===== src/rtl/ceespu_mem_arbiter.sv =====
// Arbiter sharing one single-port synchronous memory between the ceespu fetch and data ports.
// Data has priority, bounded by a streak limit so a pending fetch is always served eventually.
module ceespu_mem_arbiter #(
  parameter int unsigned READ_LATENCY    = 1,
  parameter int unsigned MAX_DATA_STREAK = 4
) (
  input  logic        I_clk,
  input  logic        I_rst,
  input  logic        I_iEnable,
  input  logic [15:0] I_iAddress,
  output logic [31:0] O_iData,
  output logic        O_iValid,
  output logic        O_iStall,
  input  logic        I_dE,
  input  logic [3:0]  I_dWe,
  input  logic [15:0] I_dAddress,
  input  logic [31:0] I_dWData,
  output logic [31:0] O_dData,
  output logic        O_dDone,
  output logic        O_dBusy,
  output logic        O_memE,
  output logic [3:0]  O_memWe,
  output logic [15:0] O_memAddress,
  output logic [31:0] O_memWData,
  input  logic [31:0] I_memData
);

  typedef enum logic [1:0] {
    ST_IDLE,
    ST_ISSUE,
    ST_WAIT,
    ST_RESP
  } state_e;

  typedef enum logic {
    OWN_FETCH,
    OWN_DATA
  } owner_e;

  localparam logic [2:0] WAIT_CYCLES = 3'(READ_LATENCY - 1);
  localparam logic [3:0] STREAK_MAX  = 4'(MAX_DATA_STREAK);
  localparam logic [3:0] STREAK_SAT  = 4'hF;

  state_e      state_q,     state_d;
  owner_e      owner_q,     owner_d;
  logic        write_q,     write_d;
  logic [2:0]  wait_cnt_q,  wait_cnt_d;
  logic [3:0]  streak_q,    streak_d;
  logic        mem_e_q,     mem_e_d;
  logic [3:0]  mem_we_q,    mem_we_d;
  logic [15:0] mem_addr_q,  mem_addr_d;
  logic [31:0] mem_wdata_q, mem_wdata_d;
  logic [31:0] i_data_q,    i_data_d;
  logic        i_valid_q,   i_valid_d;
  logic [31:0] d_data_q,    d_data_d;
  logic        d_done_q,    d_done_d;

  logic data_wins;
  logic unused_addr_bits;

  assign unused_addr_bits = ^{I_iAddress[1:0], I_dAddress[1:0]};

  // Data loses only when a fetch is waiting and the data streak has hit its limit.
  assign data_wins = I_dE & ~(I_iEnable & (streak_q == STREAK_MAX));

  always_comb begin
    // NOTE: every _d gets a default first so no path through the case can infer a latch.
    state_d     = state_q;
    owner_d     = owner_q;
    write_d     = write_q;
    wait_cnt_d  = wait_cnt_q;
    streak_d    = streak_q;
    mem_e_d     = 1'b0;
    mem_we_d    = 4'h0;
    mem_addr_d  = mem_addr_q;
    mem_wdata_d = mem_wdata_q;
    i_data_d    = i_data_q;
    i_valid_d   = 1'b0;
    d_data_d    = d_data_q;
    d_done_d    = 1'b0;

    unique case (state_q)
      ST_IDLE: begin
        if (!I_iEnable) begin
          streak_d = '0;
        end
        if (data_wins) begin
          state_d     = ST_ISSUE;
          owner_d     = OWN_DATA;
          write_d     = |I_dWe;
          mem_e_d     = 1'b1;
          mem_we_d    = I_dWe;
          mem_addr_d  = {I_dAddress[15:2], 2'b00};
          mem_wdata_d = I_dWData;
          if (I_iEnable && (streak_q != STREAK_SAT)) begin
            streak_d = streak_q + 4'd1;
          end
        end else if (I_iEnable) begin
          state_d    = ST_ISSUE;
          owner_d    = OWN_FETCH;
          write_d    = 1'b0;
          mem_e_d    = 1'b1;
          mem_addr_d = {I_iAddress[15:2], 2'b00};
          streak_d   = '0;
        end
      end

      ST_ISSUE: begin
        if (write_q) begin
          d_done_d = 1'b1;
          state_d  = ST_IDLE;
        end else if (WAIT_CYCLES == 3'd0) begin
          state_d = ST_RESP;
        end else begin
          state_d    = ST_WAIT;
          wait_cnt_d = WAIT_CYCLES;
        end
      end

      ST_WAIT: begin
        if (wait_cnt_q == 3'd1) begin
          state_d = ST_RESP;
        end else begin
          wait_cnt_d = wait_cnt_q - 3'd1;
        end
      end

      ST_RESP: begin
        // Read data is on I_memData during this cycle; the pulse shows up in the next IDLE cycle.
        if (owner_q == OWN_FETCH) begin
          i_data_d  = I_memData;
          i_valid_d = 1'b1;
        end else begin
          d_data_d = I_memData;
          d_done_d = 1'b1;
        end
        state_d = ST_IDLE;
      end

      default: state_d = ST_IDLE;
    endcase
  end

  // NOTE: sequential state uses non-blocking assignments only, so every flop samples pre-edge values.
  always_ff @(posedge I_clk) begin
    if (I_rst) begin
      state_q     <= ST_IDLE;
      owner_q     <= OWN_FETCH;
      write_q     <= 1'b0;
      wait_cnt_q  <= '0;
      streak_q    <= '0;
      mem_e_q     <= 1'b0;
      mem_we_q    <= '0;
      mem_addr_q  <= '0;
      mem_wdata_q <= '0;
      i_data_q    <= '0;
      i_valid_q   <= 1'b0;
      d_data_q    <= '0;
      d_done_q    <= 1'b0;
    end else begin
      state_q     <= state_d;
      owner_q     <= owner_d;
      write_q     <= write_d;
      wait_cnt_q  <= wait_cnt_d;
      streak_q    <= streak_d;
      mem_e_q     <= mem_e_d;
      mem_we_q    <= mem_we_d;
      mem_addr_q  <= mem_addr_d;
      mem_wdata_q <= mem_wdata_d;
      i_data_q    <= i_data_d;
      i_valid_q   <= i_valid_d;
      d_data_q    <= d_data_d;
      d_done_q    <= d_done_d;
    end
  end

  assign O_iData      = i_data_q;
  assign O_iValid     = i_valid_q;
  assign O_iStall     = I_iEnable & ~i_valid_q;
  assign O_dData      = d_data_q;
  assign O_dDone      = d_done_q;
  assign O_dBusy      = I_dE & ~d_done_q;
  assign O_memE       = mem_e_q;
  assign O_memWe      = mem_we_q;
  assign O_memAddress = mem_addr_q;
  assign O_memWData   = mem_wdata_q;

endmodule


===== config.mk =====
export PLATFORM = sky130hd
export DESIGN_NAME = ceespu_mem_arbiter
export DESIGN_NICKNAME = d
export VERILOG_FILES = /design/src/rtl/ceespu_mem_arbiter.sv
export SDC_FILE = /design/constraint.sdc
export NUM_CORES = 1
export LEC_CHECK = 0
export CAP_MARGIN = 30
export CORE_MARGIN = 4
export CORE_UTILIZATION = 38
export CTS_CLUSTER_DIAMETER = 50
export DETAILED_ROUTE_END_ITERATION = 10
export PLACE_DENSITY_LB_ADDON = 0.25
export SYNTH_ARGS = -nofsm -noshare
export SYNTH_HDL_FRONTEND = slang
export SYNTH_SLANG_ARGS = --single-unit

===== constraint.sdc =====
create_clock -name I_clk -period 1.5 [get_ports I_clk]
set_input_delay 0.225 -clock I_clk [delete_from_list [all_inputs] [get_ports I_clk]]
set_output_delay 0.225 -clock I_clk [all_outputs]
set_load 0.01 [all_outputs]

==> Word-level counts from Yosys, hierarchy flattened <==
Cells that the tools add are included.
{ "op_classes": {"addsub": 2, "eq_ne": 8, "mux": 20, "n_bitwise": 12, "reduce_logical": 13} }
{ "op_table": {"columns": ["operator", "n"], "rows": [
  ["$mux 16", 2],
  ["$mux 4", 4],
  ["$reduce_and 2->1", 6],
  ["$mux 1", 8],
  ["$mux 2", 4],
  ["$not 1->1", 8],
  ["$pmux 2 s4", 1],
  ["$add 4x1->4 const B", 1],
  ["$and 1x1->1", 4],
  ["$eq 2x2->1 const B", 2],
  ["$eq 4x3->1 const B", 1],
  ["$ne 4x4->1 const B", 1],
  ["$reduce_or 2->1", 2],
  ["$reduce_or 4->1", 1],
  ["$eq 3x1->1 const B", 1],
  ["$ne 3x3->1 const B", 1],
  ["$reduce_or 3->1", 1],
  ["$sub 3x1->3 const B", 1],
  ["$eq 2x1->1 const B", 1],
  ["$logic_not 2->1", 1],
  ["$ne 2x2->1 const B", 1],
  ["$pmux 1 s2", 1],
  ["$reduce_bool 2->1", 1],
  ["$logic_and 1x1->1", 1]
]} }
{ "word_totals": {"ff_bits": 130, "output_inout_bits": 121, "wordCells": 68} }

==> Longest topological paths before layout <==
{ "depth": {"depth_word": 6, "mapped_depth": 7, "ltp_nobuf": 5} }

==> Worst setup path before layout <==
Ideal clock, no wire load.
{ "synth_path": {"path_kind": "reg2reg", "from": "register streak_q[0]", "to": "register mem_addr_q[12], in the netlist O_memAddress[12]", "setup_ns": 0.135, "arrival_time_ns": 1.346, "required_ns": 1.365, "slack_ns": 0.019, "path_stages_with_launch": 8, "synth_period_minus_slack_ns": 1.481, "path_cell_list": "dfxtp_1 > inv_1 > ha_1 > and4b_1 > buf_6 > buf_6 > o21ai_0 > a311oi_2"} }
{ "synth_between": {"elab_chain_len": 6} }
{ "synth_rtl": {"columns": ["item", "line_no", "source"], "rows": [
  ["start: declaration", "48", "logic [3:0] streak_q, streak_d;"],
  ["start signal: assignment", "165", "streak_q <= streak_d;"],
  ["$eq 4x3->1 *", "64", "assign data_wins = I_dE & ~(I_iEnable & (streak_q == STREAK_MAX));"],
  ["$and 1x1->1 *", "64", null],
  ["$not 1->1 *", "64", null],
  ["$and 1x1->1 *", "64", null],
  ["$reduce_bool 2->1 (no source line)", null, null],
  ["$reduce_and 2->1 (no source line)", null, null],
  ["end signal: assignment", "168", "mem_addr_q <= mem_addr_d;"],
  ["end: declaration", "51", "logic [15:0] mem_addr_q, mem_addr_d;"]
]} }
Mark *: on every way between the ends. The rest lies on a longest branch, timed or not.
A chain may end at the register's enable or synchronous reset.

==> Worst setup path after layout <==
{ "layout_path": {"from": "register streak_q[1]", "to": "register mem_addr_q[5], in the netlist O_memAddress[5]"} }
The elaborated chain is that of the path after synthesis.

==> metrics.cfg <==
[outcome]
status=completed

[worst_setup_path]
cp_num_buf_inv=2
arrival_ps=1800
worstPathCellList=inv_2 > ha_4 > and4b_2 > buf_12 > o21ai_1 > a311oi_1
worst_path_largest_cell_delay_ps=330
critPathKind=reg -> reg
worstPathRequired_ps=1810
start_kind=flip-flop
crit_fanout=6
crit_slowest_cell=dfxtp_2
critPathTopFamily=compound AO/OA/AOI/OAI gates
worst_setup_path_end_kind=flip-flop

[clocking]
cts_buffer_depth=2
h-tree-depth=4
clk_latency_ps=410
cts.clk_slew.worst_paths_ps=60
cts.sinks=128
root_buffer=clkbuf_16
cts_buffers=17
cts_tree=done
holdBufCountCts=0

[floorplanning]
die_h_um=123
die_w_um=123
fp-row-count=41
dieArea_mm2=0.0151
core_area_mm2=0.0128
ios=225
initial_core_util_pct=39.3

[layout]
syn_to_final_growth_pct=64.1
layout-drive-gt1-share_pct=11.5
stdcell_area_mm2=0.00823
nNetsFinal=941
num_antenna_cells=0
instances_no_fill=1017

[power]
seq_power_share_pct=38.4
pwr-share-clk_pct=44.3
internal_power_mw=7.45
p_per_area_mw_per_mm2=1210
p_sw_share_pct=24.9
p_leak_nw=3.49
totalPowerFinal_mw=9.92
p_sw_mw=2.47
comb_power_share_pct=17.3
vdd_drop_max_v=0.000625

[routing]
post-route-drc-count=0
drtIter0Drc=468
finalWirelength_um=16800
wl_per_cell_um=16.5
drt_first_pass_iters=5
num_vias=5228
final_antenna_net_count=0
viasPerCell=5.14

[logic_synthesis]
synth_ff_type=dfxtp_1
syn_avg_cell_area_um2=8.24
synth_top_cell_by_area=dfxtp_1
ys_ff_latch=128
synth_area_leaders=dfxtp_1, a21oi_1, nand2_1
yosysMostFrequentCell=nand2_1
synth_area_mm2=0.00502
synth_cells=609
ys_types=42
yosys_warnings=0
synth-edff-count=0
ys_seq_area_share_pct=51.1
yosys-top-cells-count=nand2_1, dfxtp_1, a21oi_1
ys_async_sr_fraction_pct=0
synth_top_cell_area_share_pct=51.1

[global_route]
grt_max_degree=36
track_usage_pct=20.9
grt_pass1_wl_um=25000
antenna_found_initial=0
grt_pass1_vias=5069
overflow=0

[flow_run]
maxCapViolCount=0

[timing]
max_freq_mhz=670
rsz0062_at_grt=yes
finalCritPeriodShare_pct=99.4
finalCriticalPeriod_ps=1490
maxSlewViolCount=0
finalClockSkew_ps=5.52
setup_tns_ps=0
finalSetupViolCount=0
hold_viol_final=0

[placed_design]
io_buffers=218
dp.cells=975
place_area_mm2=0.00748
place_congestion=0.811
hpwl_um=11200

[worst_hold_path]
min_path_type=in -> reg

## per-layer routing
metal,GRT usage (%),up-vias,share of wire [%]
met2,35.3,191,51
met1,24.9,2442,41
li1,-,2560,-
met5,0,-,0
met3,5.12,35,5.4
met4,9.87,0,2.6
## power by group through the flow
stage / Clock (mW) / Sequential, mW / Combinational, mW
after floorplan: 0 / 3.94 / 0.766
after global placement: 0 / 3.86 / 1.72
after detailed placement: 0 / 3.87 / 1.76
after CTS: 4.47 / 3.80 / 1.63
after global routing: 4.63 / 3.84 / 1.87
final: 4.39 / 3.81 / 1.72
## registers in the layout, indices dropped and copies added (netlist names)
register / flops
write_q: 1
state_q: 2
wait_cnt_q: 3
streak_q: 4
O_dDone: 1
O_memWData: 32
owner_q: 1
O_iData: 32
O_iValid: 1
O_memWe: 4
O_dData: 32
O_memE: 1
O_memAddress: 14
## what timing repair did
action | in CTS | in global routing
setup buffers | 0 | 4
endpoints found under the setup margin | 131 | 58
gates resized for setup | 119 | 45
cloned | 0 | 7
pin swaps | 0 | 15
## worst reg2reg max path, cell delays in order, from the launching register on
cell and delay, ps:
dfxtp_2 330, inv_2 70, ha_4 140, and4b_2 340
buf_12 170, o21ai_1 70, a311oi_1 300
## layout make-up
type                    count  area [um^2]
inverters                   7         26.3
clock buffers              22          484
clock inverters             9          155
repair buffers            259         2600
fillers                  1102         4540
multi-input cells         420         2190
flip-flops and latches    128         2570
well taps                 172          215
## path summary, 6_finish.rpt
check         startpoint               to  slack [ps]  cells after the start
max          streak_q[1]  O_memAddress[5]           9                      6
min                I_rst         O_iValid         230                      2
max reg2reg  streak_q[1]  O_memAddress[5]           9                      6
min reg2reg  O_dData[11]      O_dData[11]         450                      2
## through the flow
stage	worst slack, ps	hold WS, ps	util, %
finish	8.50	226	64.5
global route	-27.6	217	64.5
CTS	3.16	212	62.5
detailed placement	-409	449	58.6
global placement	-324	442	58.6
floorplan	19.0	361	-
## cell usage in the layout (no fill, tap or decap), drive strengths merged, types with 7 or more instances in the layout
cell           count
a21oi            117
nand2            132
nor2               7
o21ai             51
clkbuf            28
nor3b              7
dfxtp            128
clkdlybuf4s50     99
dlygate4sd2      115
inv                7
a311oi            14
nand3             52
buf               36
## cells by family (layout without fill, tap and decap cells)
group	count (synthesis)	after routing	share of synthesized area, %
and+or+nand+nor	222	223	20.3
AOI/OAI and AO/OA	190	190	20.7
DFF	128	128	51.1
buffers and inverters	63	297	6.61
adders and majority gates	4	4	0.998
other	1	2	0.0748
muxes	1	1	0.200
No activity file was read; power rests on OpenSTA's default activity.
